==> src/rtl/isp_pkg.sv <==
// isp_pkg
// Shared constants for the ISP colour-conversion blocks.
// Holds the default component width, the BT.601 full-range coefficients
// (scaled by 256), the rounding offsets and the per-pixel sideband struct.
// No ports: this file is imported with "import isp_pkg::*;".
package isp_pkg;

   localparam int PIX_WID_DEF = 8;

   // Coefficients carry COEF_FRAC fractional bits; ROUND_OFS is one half LSB
   // of the final result so the closing right shift rounds to nearest.
   localparam int COEF_FRAC = 8;
   localparam int ROUND_OFS = 1 << (COEF_FRAC - 1);

   localparam int Y_KR  = 77;
   localparam int Y_KG  = 150;
   localparam int Y_KB  = 29;
   localparam int CB_KR = -43;
   localparam int CB_KG = -85;
   localparam int CB_KB = 128;
   localparam int CR_KR = 128;
   localparam int CR_KG = -107;
   localparam int CR_KB = -21;

   // Sideband flags that travel alongside each pixel.
   typedef struct packed {
      logic start;
      logic lineLast;
      logic last;
   } sideband_t;

   // Chroma is centred at mid-scale, so its offset is mid-scale (pre-shift)
   // plus the usual rounding half.
   function automatic int chromaOfs(input int pixWid);
      return (1 << (pixWid - 1 + COEF_FRAC)) + ROUND_OFS;
   endfunction

endpackage

==> src/rtl/csc_mac.sv <==
// csc_mac
// One colour-space output channel: a 3-term signed multiply-accumulate with
// rounding offset, arithmetic shift and saturation to 0..2^PIX_WID-1.
// Three register stages (products, sum, saturated result), all advancing
// together when en_i is high.
// Ports:
//   clk, rst_n     clock, asynchronous active-low reset
//   en_i           pipeline advance enable
//   a_i, b_i, c_i  unsigned input components (R, G, B)
//   res_o          registered, saturated result
module csc_mac
   import isp_pkg::*;
#(
   parameter int PIX_WID = PIX_WID_DEF,
   parameter int K0      = 0,
   parameter int K1      = 0,
   parameter int K2      = 0,
   parameter int OFS     = ROUND_OFS
)(
   input  logic               clk,
   input  logic               rst_n,
   input  logic               en_i,
   input  logic [PIX_WID-1:0] a_i,
   input  logic [PIX_WID-1:0] b_i,
   input  logic [PIX_WID-1:0] c_i,
   output logic [PIX_WID-1:0] res_o
);

   // Narrow pixels still need room for 9-bit coefficients plus growth, so
   // the accumulator never drops below PIX_WID+11 bits.
   localparam int ACC_W = (2 * PIX_WID + 3 > PIX_WID + 11) ? 2 * PIX_WID + 3 : PIX_WID + 11;

   localparam logic signed [ACC_W-1:0] K0S  = ACC_W'(K0);
   localparam logic signed [ACC_W-1:0] K1S  = ACC_W'(K1);
   localparam logic signed [ACC_W-1:0] K2S  = ACC_W'(K2);
   localparam logic signed [ACC_W-1:0] OFSS = ACC_W'(OFS);
   localparam logic signed [ACC_W-1:0] MAXS = ACC_W'((1 << PIX_WID) - 1);

   logic signed [ACC_W-1:0] aExt, bExt, cExt;
   logic signed [ACC_W-1:0] prod0_q, prod1_q, prod2_q;
   logic signed [ACC_W-1:0] sum_d, sum_q;
   logic signed [ACC_W-1:0] scaled;
   logic [PIX_WID-1:0]      res_d, res_q;

   assign aExt = $signed({{(ACC_W - PIX_WID){1'b0}}, a_i});
   assign bExt = $signed({{(ACC_W - PIX_WID){1'b0}}, b_i});
   assign cExt = $signed({{(ACC_W - PIX_WID){1'b0}}, c_i});

   // Stage 2 adds the three products and the offset; stage 3 shifts the
   // registered sum and clamps it into the unsigned output range.
   always_comb begin
      sum_d  = prod0_q + prod1_q + prod2_q + OFSS;
      scaled = sum_q >>> COEF_FRAC;
      if (scaled[ACC_W-1]) begin
         res_d = '0;
      end else if (scaled > MAXS) begin
         res_d = '1;
      end else begin
         res_d = scaled[PIX_WID-1:0];
      end
   end

   // All three stages move in lockstep; holding en_i low freezes the whole
   // channel so a stalled pixel keeps its value.
   always_ff @(posedge clk or negedge rst_n) begin
      if (!rst_n) begin
         prod0_q <= '0;
         prod1_q <= '0;
         prod2_q <= '0;
         sum_q   <= '0;
         res_q   <= '0;
      end else if (en_i) begin
         prod0_q <= K0S * aExt;
         prod1_q <= K1S * bExt;
         prod2_q <= K2S * cExt;
         sum_q   <= sum_d;
         res_q   <= res_d;
      end
   end

   assign res_o = res_q;

endmodule

==> src/rtl/rgb2ycbcr.sv <==
// rgb2ycbcr
// Streaming RGB to YCbCr (BT.601 full range) converter with valid/ready
// handshakes on both sides. Three-stage pipeline built from three csc_mac
// channels; valids and sideband flags ride alongside in this module.
// Defining RGB2YCBCR_422_EN adds a fourth stage that emits 4:2:2 output
// {Y, C, 0} with C alternating Cb (even pixel) / Cr (odd pixel), each the
// rounded average of the pair.
// Ports:
//   clk, rst_n                            clock, asynchronous active-low reset
//   src_valid/src_ready/src_data          input pixel {R,G,B}, R in MSBs
//   src_start/src_line_last/src_last      input sideband flags
//   dst_valid/dst_ready/dst_data          output pixel {Y,Cb,Cr}, Y in MSBs
//   dst_start/dst_line_last/dst_last      output sideband flags
module rgb2ycbcr
   import isp_pkg::*;
#(
   parameter int PIX_WID = PIX_WID_DEF
)(
   input  logic                 clk,
   input  logic                 rst_n,
   input  logic                 src_valid,
   output logic                 src_ready,
   input  logic [3*PIX_WID-1:0] src_data,
   input  logic                 src_start,
   input  logic                 src_line_last,
   input  logic                 src_last,
   output logic                 dst_valid,
   input  logic                 dst_ready,
   output logic [3*PIX_WID-1:0] dst_data,
   output logic                 dst_start,
   output logic                 dst_line_last,
   output logic                 dst_last
);

   logic               advance;
   logic [PIX_WID-1:0] rIn, gIn, bIn;
   logic [PIX_WID-1:0] yS3, cbS3, crS3;
   sideband_t          srcSb;
   logic [2:0]         vld_q;
   sideband_t          sb1_q, sb2_q, sb3_q;

   // A single global enable: every stage, bubbles included, moves only when
   // the output is not blocked, so nothing is lost, duplicated or compacted.
   assign advance   = !(dst_valid && !dst_ready);
   assign src_ready = advance;

   assign {rIn, gIn, bIn} = src_data;
   assign srcSb = {src_start, src_line_last, src_last};

   // Valid bits and sideband flags shadow the csc_mac data registers stage
   // for stage. Flags of a bubble are forced low so stale flags never leak.
   always_ff @(posedge clk or negedge rst_n) begin
      if (!rst_n) begin
         vld_q <= '0;
         sb1_q <= '0;
         sb2_q <= '0;
         sb3_q <= '0;
      end else if (advance) begin
         vld_q <= {vld_q[1:0], src_valid};
         sb1_q <= src_valid ? srcSb : '0;
         sb2_q <= sb1_q;
         sb3_q <= sb2_q;
      end
   end

   csc_mac #(.PIX_WID(PIX_WID), .K0(Y_KR), .K1(Y_KG), .K2(Y_KB), .OFS(ROUND_OFS)) uMacY (
      .clk(clk), .rst_n(rst_n), .en_i(advance),
      .a_i(rIn), .b_i(gIn), .c_i(bIn), .res_o(yS3)
   );

   csc_mac #(.PIX_WID(PIX_WID), .K0(CB_KR), .K1(CB_KG), .K2(CB_KB), .OFS(chromaOfs(PIX_WID))) uMacCb (
      .clk(clk), .rst_n(rst_n), .en_i(advance),
      .a_i(rIn), .b_i(gIn), .c_i(bIn), .res_o(cbS3)
   );

   csc_mac #(.PIX_WID(PIX_WID), .K0(CR_KR), .K1(CR_KG), .K2(CR_KB), .OFS(chromaOfs(PIX_WID))) uMacCr (
      .clk(clk), .rst_n(rst_n), .en_i(advance),
      .a_i(rIn), .b_i(gIn), .c_i(bIn), .res_o(crS3)
   );

`ifdef RGB2YCBCR_422_EN
   logic               phase_q;
   logic               isOdd;
   logic [PIX_WID-1:0] holdY_q, holdCb_q, holdCr_q;
   sideband_t          holdSb_q;
   logic               pendValid_q;
   logic [PIX_WID-1:0] pendY_q, pendC_q;
   sideband_t          pendSb_q;
   logic               outValid_q;
   logic [3*PIX_WID-1:0] outData_q;
   sideband_t          outSb_q;
   logic [PIX_WID:0]   cbSum, crSum;

   // A frame start always opens a new pair, regardless of leftover phase.
   assign isOdd = sb3_q.start ? 1'b0 : phase_q;
   assign cbSum = {1'b0, holdCb_q} + {1'b0, cbS3} + (PIX_WID + 1)'(1);
   assign crSum = {1'b0, holdCr_q} + {1'b0, crS3} + (PIX_WID + 1)'(1);

   // Even pixels wait in the hold register. When the odd partner arrives
   // the even pixel leaves with the averaged Cb and the odd pixel is parked
   // with the averaged Cr, going out on the next advancing cycle. An odd
   // pixel is always followed by an even one, so the park slot is free
   // whenever it is loaded.
   always_ff @(posedge clk or negedge rst_n) begin
      if (!rst_n) begin
         phase_q     <= 1'b0;
         holdY_q     <= '0;
         holdCb_q    <= '0;
         holdCr_q    <= '0;
         holdSb_q    <= '0;
         pendValid_q <= 1'b0;
         pendY_q     <= '0;
         pendC_q     <= '0;
         pendSb_q    <= '0;
         outValid_q  <= 1'b0;
         outData_q   <= '0;
         outSb_q     <= '0;
      end else if (advance) begin
         outValid_q  <= 1'b0;
         pendValid_q <= 1'b0;
         if (vld_q[2] && isOdd) begin
            outValid_q  <= 1'b1;
            outData_q   <= {holdY_q, cbSum[PIX_WID:1], {PIX_WID{1'b0}}};
            outSb_q     <= holdSb_q;
            pendValid_q <= 1'b1;
            pendY_q     <= yS3;
            pendC_q     <= crSum[PIX_WID:1];
            pendSb_q    <= sb3_q;
         end else if (pendValid_q) begin
            outValid_q <= 1'b1;
            outData_q  <= {pendY_q, pendC_q, {PIX_WID{1'b0}}};
            outSb_q    <= pendSb_q;
         end
         if (vld_q[2] && !isOdd) begin
            holdY_q  <= yS3;
            holdCb_q <= cbS3;
            holdCr_q <= crS3;
            holdSb_q <= sb3_q;
         end
         if (vld_q[2]) begin
            phase_q <= sb3_q.lineLast ? 1'b0 : !isOdd;
         end
      end
   end

   assign dst_valid     = outValid_q;
   assign dst_data      = outData_q;
   assign dst_start     = outSb_q.start;
   assign dst_line_last = outSb_q.lineLast;
   assign dst_last      = outSb_q.last;
`else
   assign dst_valid     = vld_q[2];
   assign dst_data      = {yS3, cbS3, crS3};
   assign dst_start     = sb3_q.start;
   assign dst_line_last = sb3_q.lineLast;
   assign dst_last      = sb3_q.last;
`endif

endmodule
==> config.mk <==
export PLATFORM = sky130hd
export DESIGN_NAME = rgb2ycbcr
export DESIGN_NICKNAME = d
export VERILOG_FILES = /design/src/rtl/isp_pkg.sv /design/src/rtl/csc_mac.sv /design/src/rtl/rgb2ycbcr.sv
export SDC_FILE = /design/constraint.sdc
export NUM_CORES = 1
export LEC_CHECK = 0
export ABC_CLOCK_PERIOD_IN_PS = 4100
export CORE_UTILIZATION = 60
export CTS_CLUSTER_SIZE = 16
export DETAILED_ROUTE_END_ITERATION = 10
export PLACE_DENSITY = 0.85
export SYNTH_ARGS = -nofsm -noshare
export SYNTH_HDL_FRONTEND = slang
export SYNTH_SLANG_ARGS = --single-unit
==> constraint.sdc <==
create_clock -name clk -period 4.1 [get_ports clk]
set_clock_uncertainty 0.15 [all_clocks]
set_input_delay 1.025 -clock clk [delete_from_list [all_inputs] [get_ports clk]]
set_output_delay 1.025 -clock clk [all_outputs]
set_load 0.03 [all_outputs]
==> results by group <==
Routing
  • Via count: 13890
  • WL/cell: 19.37 um
  • Routed WL: 45300 um
  • DR DRC count: 0
  • Remaining antenna violation count: 0
  • Iter 0 DRT Violations: 1052
  • Drt pass-1 iters: 7
  • Via density: 5.940

Synth
  • Mean area per synthesized cell: 9.653 um^2
  • Adder-Cell Fraction of Synth Area: 39.27%
  • Largest family of logic cells by synthesized area: adder cells
  • Synth warn: 0
  • Number of synthesized flops with an enable pin: 0
  • Register area share after synthesis: 27.11%
  • Post-synthesis xor/xnor area fraction: 4.323%
  • Yosys cell types: 64
  • #FFs+latches synth: 180
  • Mux cell area share after synthesis: 0.1808%
  • Simple-Gate Fraction of Synth Area: 10.22%
  • Synthesized area: 16610 um^2
  • Synth Area in Compound Gates: 13.56%
  • Post-synthesis async set-or-reset flop share: 100.0%
  • Syn Inst Count: 1721
  • Syn_nets: 2214
  • Synth Flop Type: dfrtp_1

Floorplan
  • Core outline area: 27030 um^2
  • Ports: 60
  • Row Count: 60
  • Starting density of the core: 61.47%
  • Full die area: 28360 um^2
  • Chip height: 168.4 um
  • Die width: 168.4 um

Power and ir drop
  • Combinational power share: 71.8%
  • Internal power: 8946 uW
  • Lkg Pwr: 0.01046 uW
  • Net Switching: 8027 uW
  • Clock group share of total power: 9.0%
  • Max IR drop VDD: 0.0006572 V
  • Pwr/cell area: 814.7 nW/um^2
  • Sequential Power Share: 19.3%
  • Net Sw Frac: 47.29%
  • Overall power: 16970 uW

Place
  • Placed cell areas: 19410 um^2
  • Detail Placement HPWL: 31620 um
  • Gp weighted congestion: 0.9377
  • IO Port Bufs: 59
  • Dpl ws: -966.3 ps

Final layout
  • Final Cell Area: 20840 um^2
  • Multi-input gate area: 12270 um^2
  • Storage cell area: 4504 um^2
  • Layout cells sized above 1: 21.53%
  • FILL cells: 1581
  • Synthesis-to-layout area growth: 25.41%
  • Commonest non-fill, non-tap cell in the layout: ha_1
  • N_diodes: 0
  • Final net count: 2478
  • Most frequent cells in the layout: ha_1 (304), buf_4 (217), nand2_1 (195), dfrtp_1 (180), inv_1 (160)

Critical path
  • Crit-path cells: buf_6 > buf_6 > ha_4 > inv_2 > ha_4 > fa_1 > fa_2 > buf_6 > ha_4 > a21o_1 > a21o_1 > a211oi_2 > o21bai_1 > a21oi_2 > xor2_1 > o21ai_1
  • WP data required: 4260 ps
  • WS Path Type: primary input to register
  • Critical path's largest stage delay: 590 ps
  • Delay-heaviest family, CP: adder cells
  • Crit path DAT: 4310 ps
  • Crit start category: primary input
  • Endpoint type of the worst setup path: register
  • Critical path buffers and inverters: 4
  • Slowest stage cell, crit path: fa_2
  • Crit path max fanout: 3

Timing
  • Final setup violating endpoints: 2
  • Fin crit share: 101.3%
  • Slew HR: 42.97%
  • Fmax: 240.7 MHz
  • Post-layout minimum cycle time: 4154 ps
  • RSZ-0062 raised after global routing: yes
  • Final setup margin: -54.00 ps
  • Hold slack: 319.9 ps
  • Final setup TNS: -66.24 ps
  • Max Slew Vio Count: 0
  • Hold Vio Cnt, Final: 0
  • Measured slew at the worst slew-check pin: 855.4 ps

Outcome
  • Status: finished with violations
  • Violations in the final reports: negative setup slack

Clocking
  • H-Tree Depth: 4
  • Clock Latency Late Sink: 450 ps
  • Clk pin slew, worst setup/hold paths: 70 ps
  • Root Buffer: clkbuf_16
  • Clock buffer count from CTS: 17
  • CTS Hold Buffers Added: 0
  • Clk sinks: 180
  • CTS tree: built
  • Max clock buf depth: 2

Global route
  • Total global routing overflow: 0
  • First-pass GRT wire length: 69660 um
  • Largest net degree at the start of global routing: 200
  • Number of global-route vias before repair: 14160
  • Initial antenna violation count: 0
  • GRT Overall Usage: 31.34%

Job
  • # Max-Cap Violations: 0

Hold path
  • Hold crit path type: register to register
## final cells by class
type / count / area share, %
clock buffers: 20 / 2.144
clock inverters: 11 / 0.3783
inverters: 191 / 3.507
multi-input cells: 1305 / 58.90
flip-flops and latches: 180 / 21.62
well taps: 341 / 2.048
repair buffers: 290 / 11.40
## registers in the layout, summed over array words and instances (netlist names)
| name | cells |
|---|---|
| uMacCr.prod2_q | 15 |
| uMacCb.prod0_q | 16 |
| uMacCb.sum_q | 11 |
| dst_start | 1 |
| uMacCr.prod0_q | 6 |
| uMacCb.prod2_q | 7 |
| uMacCr.sum_q | 11 |
| uMacY.sum_q | 10 |
| uMacY.prod1_q | 12 |
| vld_q | 3 |
| uMacY.prod2_q | 11 |
| dst_line_last | 1 |
| uMacY.prod0_q | 12 |
| uMacCb.res_o | 8 |
| sb1_q | 3 |
| uMacCr.prod1_q | 16 |
| uMacY.res_o | 8 |
| uMacCb.prod1_q | 17 |
| dst_last | 1 |
| uMacCr.res_o | 8 |
| sb2_q | 3 |
## routing by layer
| layer | routed length, um | track usage [%] | up-vias |
|---|---|---|---|
| met5 | 0 | 0 | - |
| met4 | 1999 | 13.64 | 0 |
| met3 | 2566 | 5.007 | 160 |
| met2 | 22940 | 55.53 | 539 |
| met1 | 17790 | 37.61 | 6771 |
| li1 | - | - | 6418 |
## cells in the mapped netlist (all sizes together), types with 4 or more instances
cell | instances | share of area [%]
o21ai | 83 | 2.6
nor2b | 4 | 0.15
and3 | 8 | 0.30
a21oi | 115 | 3.5
xor2 | 42 | 2.2
a211oi | 11 | 0.50
fa | 99 | 12
nand2 | 195 | 4.4
ha | 363 | 27
clkbuf | 31 | 0.70
nor2 | 117 | 2.6
nand2b | 5 | 0.19
o21bai | 24 | 1.1
nor3 | 33 | 0.99
dfrtp | 180 | 27
a21o | 35 | 1.6
xnor2 | 40 | 2.1
buf | 14 | 0.32
o31ai | 20 | 0.90
a31oi | 17 | 0.64
nand3 | 13 | 0.39
o21a | 12 | 0.54
inv | 190 | 4.3
o22a | 9 | 0.47
## tightest hold or removal path, delay by kind of cell, from the launching register on
family | cells | cell delay, ps
flops | 1 | 340
simple gates | 2 | 100
## worst paths after layout
check                      cells past startpoint  slack, ps                  to              start
setup / recovery                              16        -50  uMacCr.prod2_q[11]        src_data[4]
setup reg to reg                              12        690    uMacCr.sum_q[13]  uMacCr.prod2_q[7]
hold / removal                                 2        320            vld_q[1]           vld_q[1]
max in group asynchronous                      2       2350   uMacCb.prod0_q[1]              rst_n
min in group asynchronous                      1        440  uMacCr.prod2_q[12]              rst_n
hold reg to reg                                2        320            vld_q[1]           vld_q[1]
## power by group through the flow
stage                     Combinational [uW]  Clock, uW  Sequential [uW]
after CTS                              11600       1520             3250
after floorplan                         7760          0             3290
after detailed placement               11200          0             3270
after global placement                 10500          0             3230
after global routing                   13400       1610             3340
final                                  12200       1520             3270
## through the flow
stage          utilization [%]  std cells
4_1_cts                  75.51       2328
5_1_grt                  77.09       2338
3_3_place_gp             71.81       2286
2_1_floorplan                -       1721
3_5_place_dp             71.81       2286
6_report                 77.09       2338
## kinds of logic (layout without fill, tap and decap cells)
logic type	after synthesis	count (layout)
xor+xnor	82	82
simple gates	401	401
buf+inv	236	512
flops	180	180
compound gates	357	357
mux	3	3
fa+ha+maj	462	462
## what timing repair did
action / CTS / global route
pin swaps: 57 / 91
setup endpoints to repair: 53 / 42
resized for setup: 114 / 97
setup buffers: 11 / 11
Note: power is estimated with default switching activity, not from simulation.
==> patch 1, RTL diff (same settings) <==
Change the package constant `PIX_WID_DEF` from 8 to 16.
--- a/src/rtl/isp_pkg.sv
+++ b/src/rtl/isp_pkg.sv
@@ -7,3 +7,3 @@
 
-   localparam int PIX_WID_DEF = 8;
+   localparam int PIX_WID_DEF = 16;
 
Ports: changed (resized dst_data and src_data); port bits go from 60 to 108. The function was not compared with the original's and may differ.
==> patch 1 against the unedited design <==
The flow now stops in global routing (5_1_grt). Synthesized cell count rose by 90%. Area after synthesis rose by 87%.
==> patch 1: results (changes against the unedited design) <==
Cell Count Post-Placement = 4471 (+96%)
Maximum clock insertion buffer count = 3 (+1)
Area share of the largest cell type after synthesis = 25.4% (-1.9 points)
Port-buffer cells = 107 (+81%)
Worst endpoint after global-route timing repair = uMacCr.prod1_q[23]$_DFFE_PN0N_/D
Syn Inst Count = 3269 (+90%)
Largest net degree at the start of global routing = 175
Stop err = [ERROR GRT-0232] Routing congestion too high. Check the congestion heatmap in the GUI.
Synth Net Count = 4158 (+88%)
Run status = aborted with a tool error
Global router's overall resource usage = 83.7%
Unique masters post-synth = 78 (+22%)
Yosys warnings = 0 (unchanged)
Ranking of synthesized cells by instance count = sky130_fd_sc_hd__ha_1, sky130_fd_sc_hd__inv_1, sky130_fd_sc_hd__dfrtp_1
Final global-route overflow total = 187
Num CTS Buffers = 37 (+20)
Last stage = global routing (5_1_grt)
Number of antenna violations at the first check in global routing = 19
Largest cells by area after synthesis = sky130_fd_sc_hd__dfrtp_1, sky130_fd_sc_hd__ha_1, sky130_fd_sc_hd__fa_1, sky130_fd_sc_hd__inv_1, sky130_fd_sc_hd__nand2_1
Buffer cell driving the clock tree root = sky130_fd_sc_hd__clkbuf_16
Worst-case setup slack after placement = -1840 ps (-874 ps)
CTS H-Tree Depth = 2 (-2)
Worst endpoint type = register input
Flops & latches, synth = 316 (+76%)
Final estimated routing congestion in global placement = 0.940 (+0.28%)
Portion of the post-synthesis area used by sequential elements = 25.4% (-1.7 points)
Post-synth ARST share = 100% (unchanged)
HPWL after detailed placement = 70900 µm (+120%)
-- patch 1: logic make-up after synthesis --
kind of cell	count (synthesis)	share of synthesized area, %
multiplexers	4	0.137
XOR/XNOR	140	3.94
AND/OR/NAND/NOR	727	10.2
adder cells (fa/ha/maj)	834	39.4
buffers and inverters	594	7.17
AO/OA/AOI/OAI	654	13.7
flip-flops	316	25.4
-- patch 1: layer usage --
metal,GRT overflow,track usage [%]
met4,87,84.7
met5,1,57.7
met2,89,95.0
met1,5,81.1
met3,5,75.8
-- patch 1: per-stage QoR --
step                      instance area (µm²)  hold WS, ps
after floorplan                         32300          280
after global placement                  37800          292
after detailed placement                37800          306
after CTS                               41000          321
-- patch 1: timing repair --
| action | in CTS |
|---|---|
| endpoints found under the setup margin | 108 |
| gates resized for setup | 410 |
| pin swaps | 257 |
| setup buffers | 108 |
==> patch 2, RTL diff (config.mk and constraints unchanged) <==
Made on the original files. Build with the macro `RGB2YCBCR_422_EN` defined.
--- a/src/rtl/rgb2ycbcr.sv
+++ b/src/rtl/rgb2ycbcr.sv
@@ -13,2 +13,4 @@
 //   dst_start/dst_line_last/dst_last      output sideband flags
+`define RGB2YCBCR_422_EN
+
 module rgb2ycbcr
Behaviour: not the same (a bounded check fails within 4 cycles, from zero or initial values and one cycle with rst_n low).
==> patch 2 against the unedited design <==
Non-clock buffer count is 14 higher. Count of clock-buffer cells in the layout up 11. Register-to-register slack got worse by 950 ps. Die area grew 19%. Critical path type unchanged. Setup slack got worse by 470 ps. Largest power group unchanged. Wire length up 44%. Area after synthesis increased by 19%. Design area rose by 20%. Power increased by 39%. Sequential cell count is 68 higher. The flow still finishes with violations (negative setup slack).
==> patch 2: results (changes against the unedited design) <==
Cell Count Post-Placement = 2675 (+17%)
Met3 track demand over resource in global routing = 5.84% (+0.84 points)
Worst-case setup slack after placement = -1420 ps (-456 ps)
Register-to-Register Setup Slack = -260 ps (-950 ps)
Setup TNS = -4890 ps (-4820 ps)
Unique masters post-synth = 69 (+7.8%)
Fraction of power consumed by the clock network = 11.6% (+2.6 points)
Final number of setup-violating endpoints = 24 (+22)
Initial DRT Pass Iterations = 9 (+2)
Net Sw Power = 0.0115 W (+43%)
Data arrival, critical path = 4880 ps (+570 ps)
Adder-cell share of the synthesized area = 34.0% (-5.3 points)
Share of the synthesized area in compound gates (AO/OA/AOI/OAI) = 12.5% (-1.0 points)
Seq power = 0.00475 W (+45%)
Peak ir drop on the vdd network = 0.702 mV (+6.8%)
Worst hold slack = 317 ps (-3.23 ps)
Syn Inst Count = 2026 (+18%)
Met2 usage = 59.4% (+3.9 points)
Run status = finished with violations
Ranking of synthesized cells by instance count = sky130_fd_sc_hd__ha_1, sky130_fd_sc_hd__nand2_1, sky130_fd_sc_hd__dfrtp_1
Insertion delay of the later-clocked pin in the worst-skew pair = 560 ps (+110 ps)
Initial DRC Count = 1972 (+87%)
Portion of the post-synthesis area used by sequential elements = 31.3% (+4.2 points)
Largest stage delay on the critical path = 770 ps (+180 ps)
Filler cell count in the final layout = 1782 (+13%)
Layout Nets = 2809 (+13%)
Largest net degree at the start of global routing = 198 (-1.0%)
Share of final-layout standard cells stronger than drive strength 1 = 23.4% (+1.9 points)
Port-buffer cells = 51 (-14%)
Fin worst setup slack = -522 ps (-468 ps)
Leakage power of the design = 12.2 nW (+17%)
Total cell area at the placement stage = 22700 µm² (+17%)
Detailed-routed wire length on met3 = 6610 µm (+160%)
Num CTS Buffers = 27 (+10)
Met1 track demand over resource = 37.7% (+0.078 points)
Total wire length after detailed routing = 65400 µm (+44%)
Library cell contributing the largest single delay on the critical path = sky130_fd_sc_hd__fa_1
Failing checks = negative setup slack
Maximum clock insertion buffer count = 3 (+1)
CTS H-Tree Depth = 1 (-3)
patch 2: cell types whose count changed in the layout (fill, tap and decap cells not counted), sizes merged, moves of 15 or more:
cell   delta
inv      +23
buf      +29
a21oi    +16
o21ai    +34
dfrtp    +68
nand2    +84
mux2     +27
xnor2    +15
nor3     -16
patch 2: worst max-delay path, delay by kind of cell:
family,cells,cell delay [ps]
fa+ha+maj,5,1930
buf+inv,5,610
compound gates,4,590
simple gates,2,560
xor+xnor,1,160
patch 2: path summary, 6_finish.rpt:
| check | start | end | cells past startpoint |
|---|---|---|---|
| worst max-delay path | src_data[13] | uMacY.prod1_q[14]$_DFFE_PN0N_ | 17 |
| worst min register to register | sb2_q[1]$_DFFE_PN0N_ | sb2_q[1]$_DFFE_PN0N_ | 2 |
| min in group asynchronous | rst_n | pendSb_q[2]$_DFFE_PN0P_ | 1 |
| max in group asynchronous | rst_n | uMacCb.prod1_q[2]$_DFFE_PN0N_ | 2 |
| worst max register to register | uMacCb.prod2_q[10]$_DFFE_PN0N_ | uMacCb.sum_q[18]$_DFFE_PN0N_ | 11 |
| worst min-delay path | sb2_q[1]$_DFFE_PN0N_ | sb2_q[1]$_DFFE_PN0N_ | 2 |
patch 2: timing repair:
action                                 4_1_cts  5_1_grt
resized for setup                          180       99
setup endpoints to repair                   48       37
pin swaps                                   97      102
endpoints found under the hold margin        0        0
setup buffers                               36       12
patch 2: cell type report:
cell class                 instances  area [µm²]  area share [%]
inverter                         215         847            3.40
multi-input combinational       1504       13800            55.3
clock inverter                    19         290            1.16
clock buffer                      31         711            2.85
timing repair buffer             304        2550            10.2
tap                              442         553            2.22
sequential                       248        6210            24.9
